<file path="config.mk">
export PLATFORM = sky130hd
export DESIGN_NAME = ram2p_wrsched
export DESIGN_NICKNAME = d
export VERILOG_FILES = /design/src/rtl/ram2p_wrsched.sv
export SDC_FILE = /design/constraint.sdc
export NUM_CORES = 1
export LEC_CHECK = 0
export ABC_AREA = 1
export CELL_PAD_IN_SITES_DETAIL_PLACEMENT = 1
export CELL_PAD_IN_SITES_GLOBAL_PLACEMENT = 2
export CORE_AREA = 2 2 168 170
export DETAILED_ROUTE_END_ITERATION = 7
export DIE_AREA = 0 0 170 172
export GPL_ROUTABILITY_DRIVEN = 0
export PLACE_DENSITY = 0.95
export SLEW_MARGIN = 25
export SYNTH_ARGS = -nofsm -noshare
export SYNTH_HDL_FRONTEND = slang
export SYNTH_SLANG_ARGS = --single-unit
</file>
<file path="constraint.sdc">
create_clock -name clk -period 2.18 [get_ports clk]
set_input_delay 0.218 -clock clk [delete_from_list [all_inputs] [get_ports clk]]
set_output_delay 0.218 -clock clk [all_outputs]
set_load 0.01 [all_outputs]
</file>
<file path="src/rtl/ram2p_wrsched.sv">
// Write/read scheduler in front of a 1R1W byte-enable RAM: zero sweep, A/B write arbitration, collision merge.
// Optional: define RAM2P_BYPASS_EN for registered write-first bypass on same-cycle read/write collisions.
module ram2p_wrsched #(
  parameter  int DEPTH  = 1024,
  parameter  int WIDTH  = 68,
  parameter  int STARVE = 3,
  localparam int AW     = $clog2(DEPTH),
  localparam int BW     = (WIDTH - 1) / 8 + 1
) (
  input  logic             clk,
  input  logic             reset,
  input  logic             i_FlushReq,
  output logic             o_FlushBusy,
  output logic             o_FlushDone,
  input  logic             i_WrReqA,
  input  logic [AW-1:0]    i_WrAdrA,
  input  logic [WIDTH-1:0] i_WrDataA,
  input  logic [BW-1:0]    i_WrBEA,
  output logic             o_WrGntA,
  input  logic             i_WrReqB,
  input  logic [AW-1:0]    i_WrAdrB,
  input  logic [WIDTH-1:0] i_WrDataB,
  input  logic [BW-1:0]    i_WrBEB,
  output logic             o_WrGntB,
  input  logic             i_RdEn,
  input  logic [AW-1:0]    i_RdAdr,
  output logic             o_RdReady,
  output logic [WIDTH-1:0] o_RdData,
  output logic             o_RamCE1,
  output logic [AW-1:0]    o_RamRA1,
  input  logic [WIDTH-1:0] i_RamRD1,
  output logic             o_RamCE2,
  output logic             o_RamWE2,
  output logic [AW-1:0]    o_RamWA2,
  output logic [WIDTH-1:0] o_RamWD2,
  output logic [BW-1:0]    o_RamBWE2
);

  typedef enum logic {FLUSH, IDLE} state_t;

  localparam int            SW         = $clog2(STARVE + 2);
  localparam logic [AW-1:0] LAST_ADR   = AW'(DEPTH - 1);
  localparam logic [SW-1:0] STARVE_MAX = SW'(STARVE);

  state_t        r_state;
  state_t        w_stateNext;
  logic [AW-1:0] r_sweepCnt;
  logic [AW-1:0] w_sweepCntNext;
  logic [SW-1:0] r_starveCnt;
  logic [SW-1:0] w_starveCntNext;
  logic          r_flushDone;
  logic          w_flushDoneNext;
  logic          w_gntA;
  logic          w_gntB;
  logic          w_rdAcc;

  always_ff @(posedge clk) begin
    if (reset) begin
      r_state     <= FLUSH;
      r_sweepCnt  <= '0;
      r_starveCnt <= '0;
      r_flushDone <= 1'b0;
    end else begin
      r_state     <= w_stateNext;
      r_sweepCnt  <= w_sweepCntNext;
      r_starveCnt <= w_starveCntNext;
      r_flushDone <= w_flushDoneNext;
    end
  end

  always_comb begin
    w_stateNext     = r_state;
    w_sweepCntNext  = r_sweepCnt;
    w_starveCntNext = r_starveCnt;
    w_flushDoneNext = 1'b0;
    w_gntA          = 1'b0;
    w_gntB          = 1'b0;
    o_RamCE2        = 1'b0;
    o_RamWE2        = 1'b0;
    o_RamWA2        = '0;
    o_RamWD2        = '0;
    o_RamBWE2       = '0;
    if (!reset && r_state == IDLE) begin
      // A is the default winner unless B has already lost STARVE times in a row.
      w_gntA = i_WrReqA && !(i_WrReqB && r_starveCnt == STARVE_MAX);
      w_gntB = i_WrReqB && !w_gntA;
      if (w_gntA) begin
        o_RamCE2  = 1'b1;
        o_RamWE2  = 1'b1;
        o_RamWA2  = i_WrAdrA;
        o_RamWD2  = i_WrDataA;
        o_RamBWE2 = i_WrBEA;
      end else if (w_gntB) begin
        o_RamCE2  = 1'b1;
        o_RamWE2  = 1'b1;
        o_RamWA2  = i_WrAdrB;
        o_RamWD2  = i_WrDataB;
        o_RamBWE2 = i_WrBEB;
      end
      if (!i_WrReqB || w_gntB) begin
        w_starveCntNext = '0;
      end else begin
        w_starveCntNext = r_starveCnt + 1'b1;
      end
      if (i_FlushReq) begin
        w_stateNext    = FLUSH;
        w_sweepCntNext = '0;
      end
    end else if (!reset) begin
      o_RamCE2       = 1'b1;
      o_RamWE2       = 1'b1;
      o_RamWA2       = r_sweepCnt;
      o_RamWD2       = '0;
      o_RamBWE2      = '1;
      w_sweepCntNext = r_sweepCnt + 1'b1;
      if (!i_WrReqB) begin
        w_starveCntNext = '0;
      end
      if (r_sweepCnt == LAST_ADR) begin
        w_stateNext     = IDLE;
        w_flushDoneNext = 1'b1;
      end
    end
  end

  assign o_FlushBusy = reset || (r_state == FLUSH);
  assign o_FlushDone = r_flushDone && !reset;
  assign o_RdReady   = !o_FlushBusy;
  assign o_WrGntA    = w_gntA;
  assign o_WrGntB    = w_gntB;
  assign w_rdAcc     = i_RdEn && o_RdReady;
  assign o_RamCE1    = w_rdAcc;
  assign o_RamRA1    = i_RdAdr;

`ifdef RAM2P_BYPASS_EN
  logic             r_coll;
  logic [WIDTH-1:0] r_bypData;
  logic [BW-1:0]    r_bypBE;
  logic [WIDTH-1:0] w_bypMask;

  // Capture the colliding write so it can be laid over whatever the RAM returns next cycle.
  always_ff @(posedge clk) begin
    if (reset) begin
      r_coll <= 1'b0;
    end else begin
      r_coll <= w_rdAcc && (w_gntA || w_gntB) && (i_RdAdr == o_RamWA2);
    end
    r_bypData <= o_RamWD2;
    r_bypBE   <= o_RamBWE2;
  end

  always_comb begin
    w_bypMask = '0;
    for (int i = 0; i < WIDTH; i++) begin
      w_bypMask[i] = r_bypBE[i / 8];
    end
  end

  assign o_RdData = r_coll ? ((i_RamRD1 & ~w_bypMask) | (r_bypData & w_bypMask)) : i_RamRD1;
`else
  assign o_RdData = i_RamRD1;
`endif

endmodule

</file>
==> flow_summary.yaml <==
grt:
  largest_net_degree_at_the_start_of_global_routing: 19
  globalRouteOverflowTotal: 0
  grt_pass1_wl_mm: 23.14
  grt_usage_pct: 10.57
  antenna_found_initial: 0
  via_count_of_the_first_global_routing_pass: 3797
timing:
  max_freq_ghz: 0.4543
  rsz0062_at_grt: "yes"
  whs_ns: 0.4360
  final_min_period_over_clock_period_pct: 101.0
  finalHoldViolCount: 0
  timing.final.ws_setup_ns: -0.02098
  worst-slew-pin-transition_ns: 0.4914
  skew_ns: 0.002225
  final-max-slew-violation-count: 0
  slew_margin_rel_pct: 67.24
  finalWorstPathRequiredPeriod_ns: 2.201
  timing.final.setup_violations: 1
outcome:
  status: "finished with violations"
  violations_in_the_final_reports: "setup timing"
detailed_routing:
  vias: 3800
  detail_route.first_pass.iterations: 4
  ratio_of_routed_vias_to_standard_cells: 3.551
  mean_routed_wirelength_per_cell_um: 16.53
  antenna_violating_nets_post_route: 0
  dr.first_iter.drc_count: 116
  drt_drc_violations_left: 0
  totalWireLength_mm: 17.68
setup_path:
  worstPathCellList: "ha_4 > ha_4 > nand2_4 > nand2_4 > nor2_4 > buf_12 > buf_16 > buf_12 > buf_8 > buf_12 > a21oi_4 > nand2_1 > buf_2"
  r2r_worst_path_depth: 12
  timing.critical_path.arrival_ns: 1.98
  crit_start_category: "register"
  worst_r2r_startpoint: "r_starveCnt[1]"
  worstPathMaxFanout: 4
  ff2ff_setup_slack_ns: 0.39
  r2r_end: "r_starveCnt[0]"
  data_required_time_at_the_worst_endpoint_ns: 1.96
  critPathKind: "reg2out"
  timing.critical_path.mode_cell: "buf_12"
  cp-end-kind: "primary output"
  crit_path_top_delay_cell: "dfxtp_2"
  max_stage_delay_ns: 0.35
power_and_ir_drop:
  ir_drop_uv: 191.9
  total_leakage_power_nw: 2.732
  power-per-cell-area_mw_per_mm2: 190.7
  design_power_total_mw: 1.083
synthesis:
  ys.flop_type: "dfxtp_1"
  most_common_cell_in_the_synthesized_netlist: "nand2_1"
  synth.top_cells.by_count: "nand2_1, buf_4, inv_1, a21oi_1, buf_2"
  synth_enable_flop_cells: 0
  proportion_of_register_bits_with_asynchronous_set_or_reset_after_synthesis_pct: 0
  synthesis.instances: 480
  synthDistinctLibCells: 23
  post_synthesis_average_cell_area_um2: 5.286
  synth_nets: 741
  post_synth_instance_area_mm2: 0.002537
  synth.area.top_cells: "nand2_1, buf_4, dfxtp_1"
  synthDominantAreaCellType: "nand2_1"
  register_area_share_after_synthesis_pct: 11.83
  ys_seq_elements: 15
  synthesis.yosys.warnings: 0
  synth_top_area_share_pct: 40.83
clock_tree:
  path_clk_slew_ns: 0.05
  cts-buffers-inserted: 3
  ctsLongestPathBuffers: 2
  worst_skew_late_latency_ns: 0.25
  number_of_clock_sinks: 15
  cts_tree: "built"
  clockRootBuffer: "clkbuf_16"
  cts.htree.levels: 1
die:
  design.portCount: 431
  die_area_mm2: 0.02924
  die_width_um: 170
  fp.dieH_um: 172
  floorplan.initialDensity_pct: 9.235
  core_region_area_mm2: 0.02748
  placement_rows: 61
hold_path:
  hold_end: "o_RamRA1[9]"
  hold_depth: 0
  min-delay-start: "i_RdAdr[9]"
  worst_hold_path_type: "in2out"
placement:
  placed_area_mm2: 0.005285
  buffer_ports.inserted: 274
  detailed_place_hpwl_mm: 12.54
job:
  cap_violations: 0
cells_and_area:
  nets: 986
  multi_input_comb_area_mm2: 0.001520
  antenna_cells_inserted: 0
  filler_cell_count: 3390
  area.growth.synth_to_final_pct: 123.8
  register_area_um2: 305.3
  final_layout_size_suffix_gt1_share_pct: 23.62
  design_area_mm2: 0.005678
-- where the power goes --
group,internal (mW),leakage (nW),switching (mW),total (mW)
Combinational,0.322,2.57,0.107,0.429
Sequential,0.278,0.123,0.00732,0.285
Clock,0.245,0.0409,0.123,0.369
Total,0.845,2.73,0.238,1.08
-- logic make-up after synthesis --
group | count (synthesis) | share of synthesized area [%]
compound gates | 33 | 7.446
fa+ha+maj | 3 | 1.479
buf+inv | 120 | 31.51
flops | 15 | 11.83
simple gates | 309 | 47.73
-- layout by cell type (no fill, tap or decap), types with 8 or more instances in the layout --
cell,instances
buf_16,8
inv_1,19
buf_6,10
buf_2,26
nor2_1,13
buf_4,33
nand3_1,8
nand2_1,271
clkdlybuf4s50_1,183
clkbuf_2,50
dfxtp_1,13
a21oi_1,15
buf_12,10
-- per-layer routing --
| metal | GRT usage, % | up-vias | wire length, um |
|---|---|---|---|
| met5 | 0 | - | 0 |
| met4 | 1.152 | 0 | 137 |
| met3 | 3.136 | 18 | 1474 |
| met2 | 20.28 | 196 | 9204 |
| met1 | 11.84 | 1706 | 6866 |
| li1 | - | 1880 | - |
-- worst max path at each step --
stage	startpoint	to	depth (start not counted)
after floorplan	r_starveCnt[0]	o_RamWD2[38]	10
after global placement	i_WrReqB	o_RamWD2[63]	9
after detailed placement	i_WrReqB	o_RamWD2[0]	9
after CTS	r_starveCnt[0]	o_RamBWE2[5]	14
after global routing	r_starveCnt[1]	o_RamBWE2[5]	13
final	r_starveCnt[1]	o_RamBWE2[5]	13
-- sequential cells by signal, indices dropped and copies added (netlist names) --
register	cells
r_flushDone	1
r_starveCnt	3
r_sweepCnt	10
r_state	1
-- final cells by class --
type	instances	share of cell area [%]
timing repair buffer	340	57.47
multi-input combinational	345	26.77
tap	346	7.624
sequential	15	5.377
inverter	20	1.344
clock buffer	3	1.322
clock inverter	1	0.08814
-- repair_timing --
item / CTS / global route
endpoints found under the setup margin: 91 / 87
resized for setup: 220 / 123
cloned: 8 / 3
pin swaps: 4 / 7
setup buffers: 22 / 7
hold buffers: 0 / 0
-- worst max-delay path: cells and delay by family (launching register included) --
family,cells,cell delay (ns)
compound gates,1,0.13
fa+ha+maj,2,0.27
buf+inv,6,0.73
flops,1,0.35
simple gates,4,0.25
-- stage by stage --
step | utilization [%] | cells | worst slack [ns] | setup TNS, ns
CTS | 21.22 | 1063 | -0.2045 | -0.3861
detailed placement | 19.24 | 1029 | -0.2392 | -15.67
global placement | 19.24 | 1029 | -0.2462 | -15.95
global route | 20.66 | 1070 | -0.1071 | -0.3268
finish | 20.66 | 1070 | -0.02098 | -0.02098
floorplan | - | 480 | 0.5716 | 0
(Power assumes the default switching activity.)
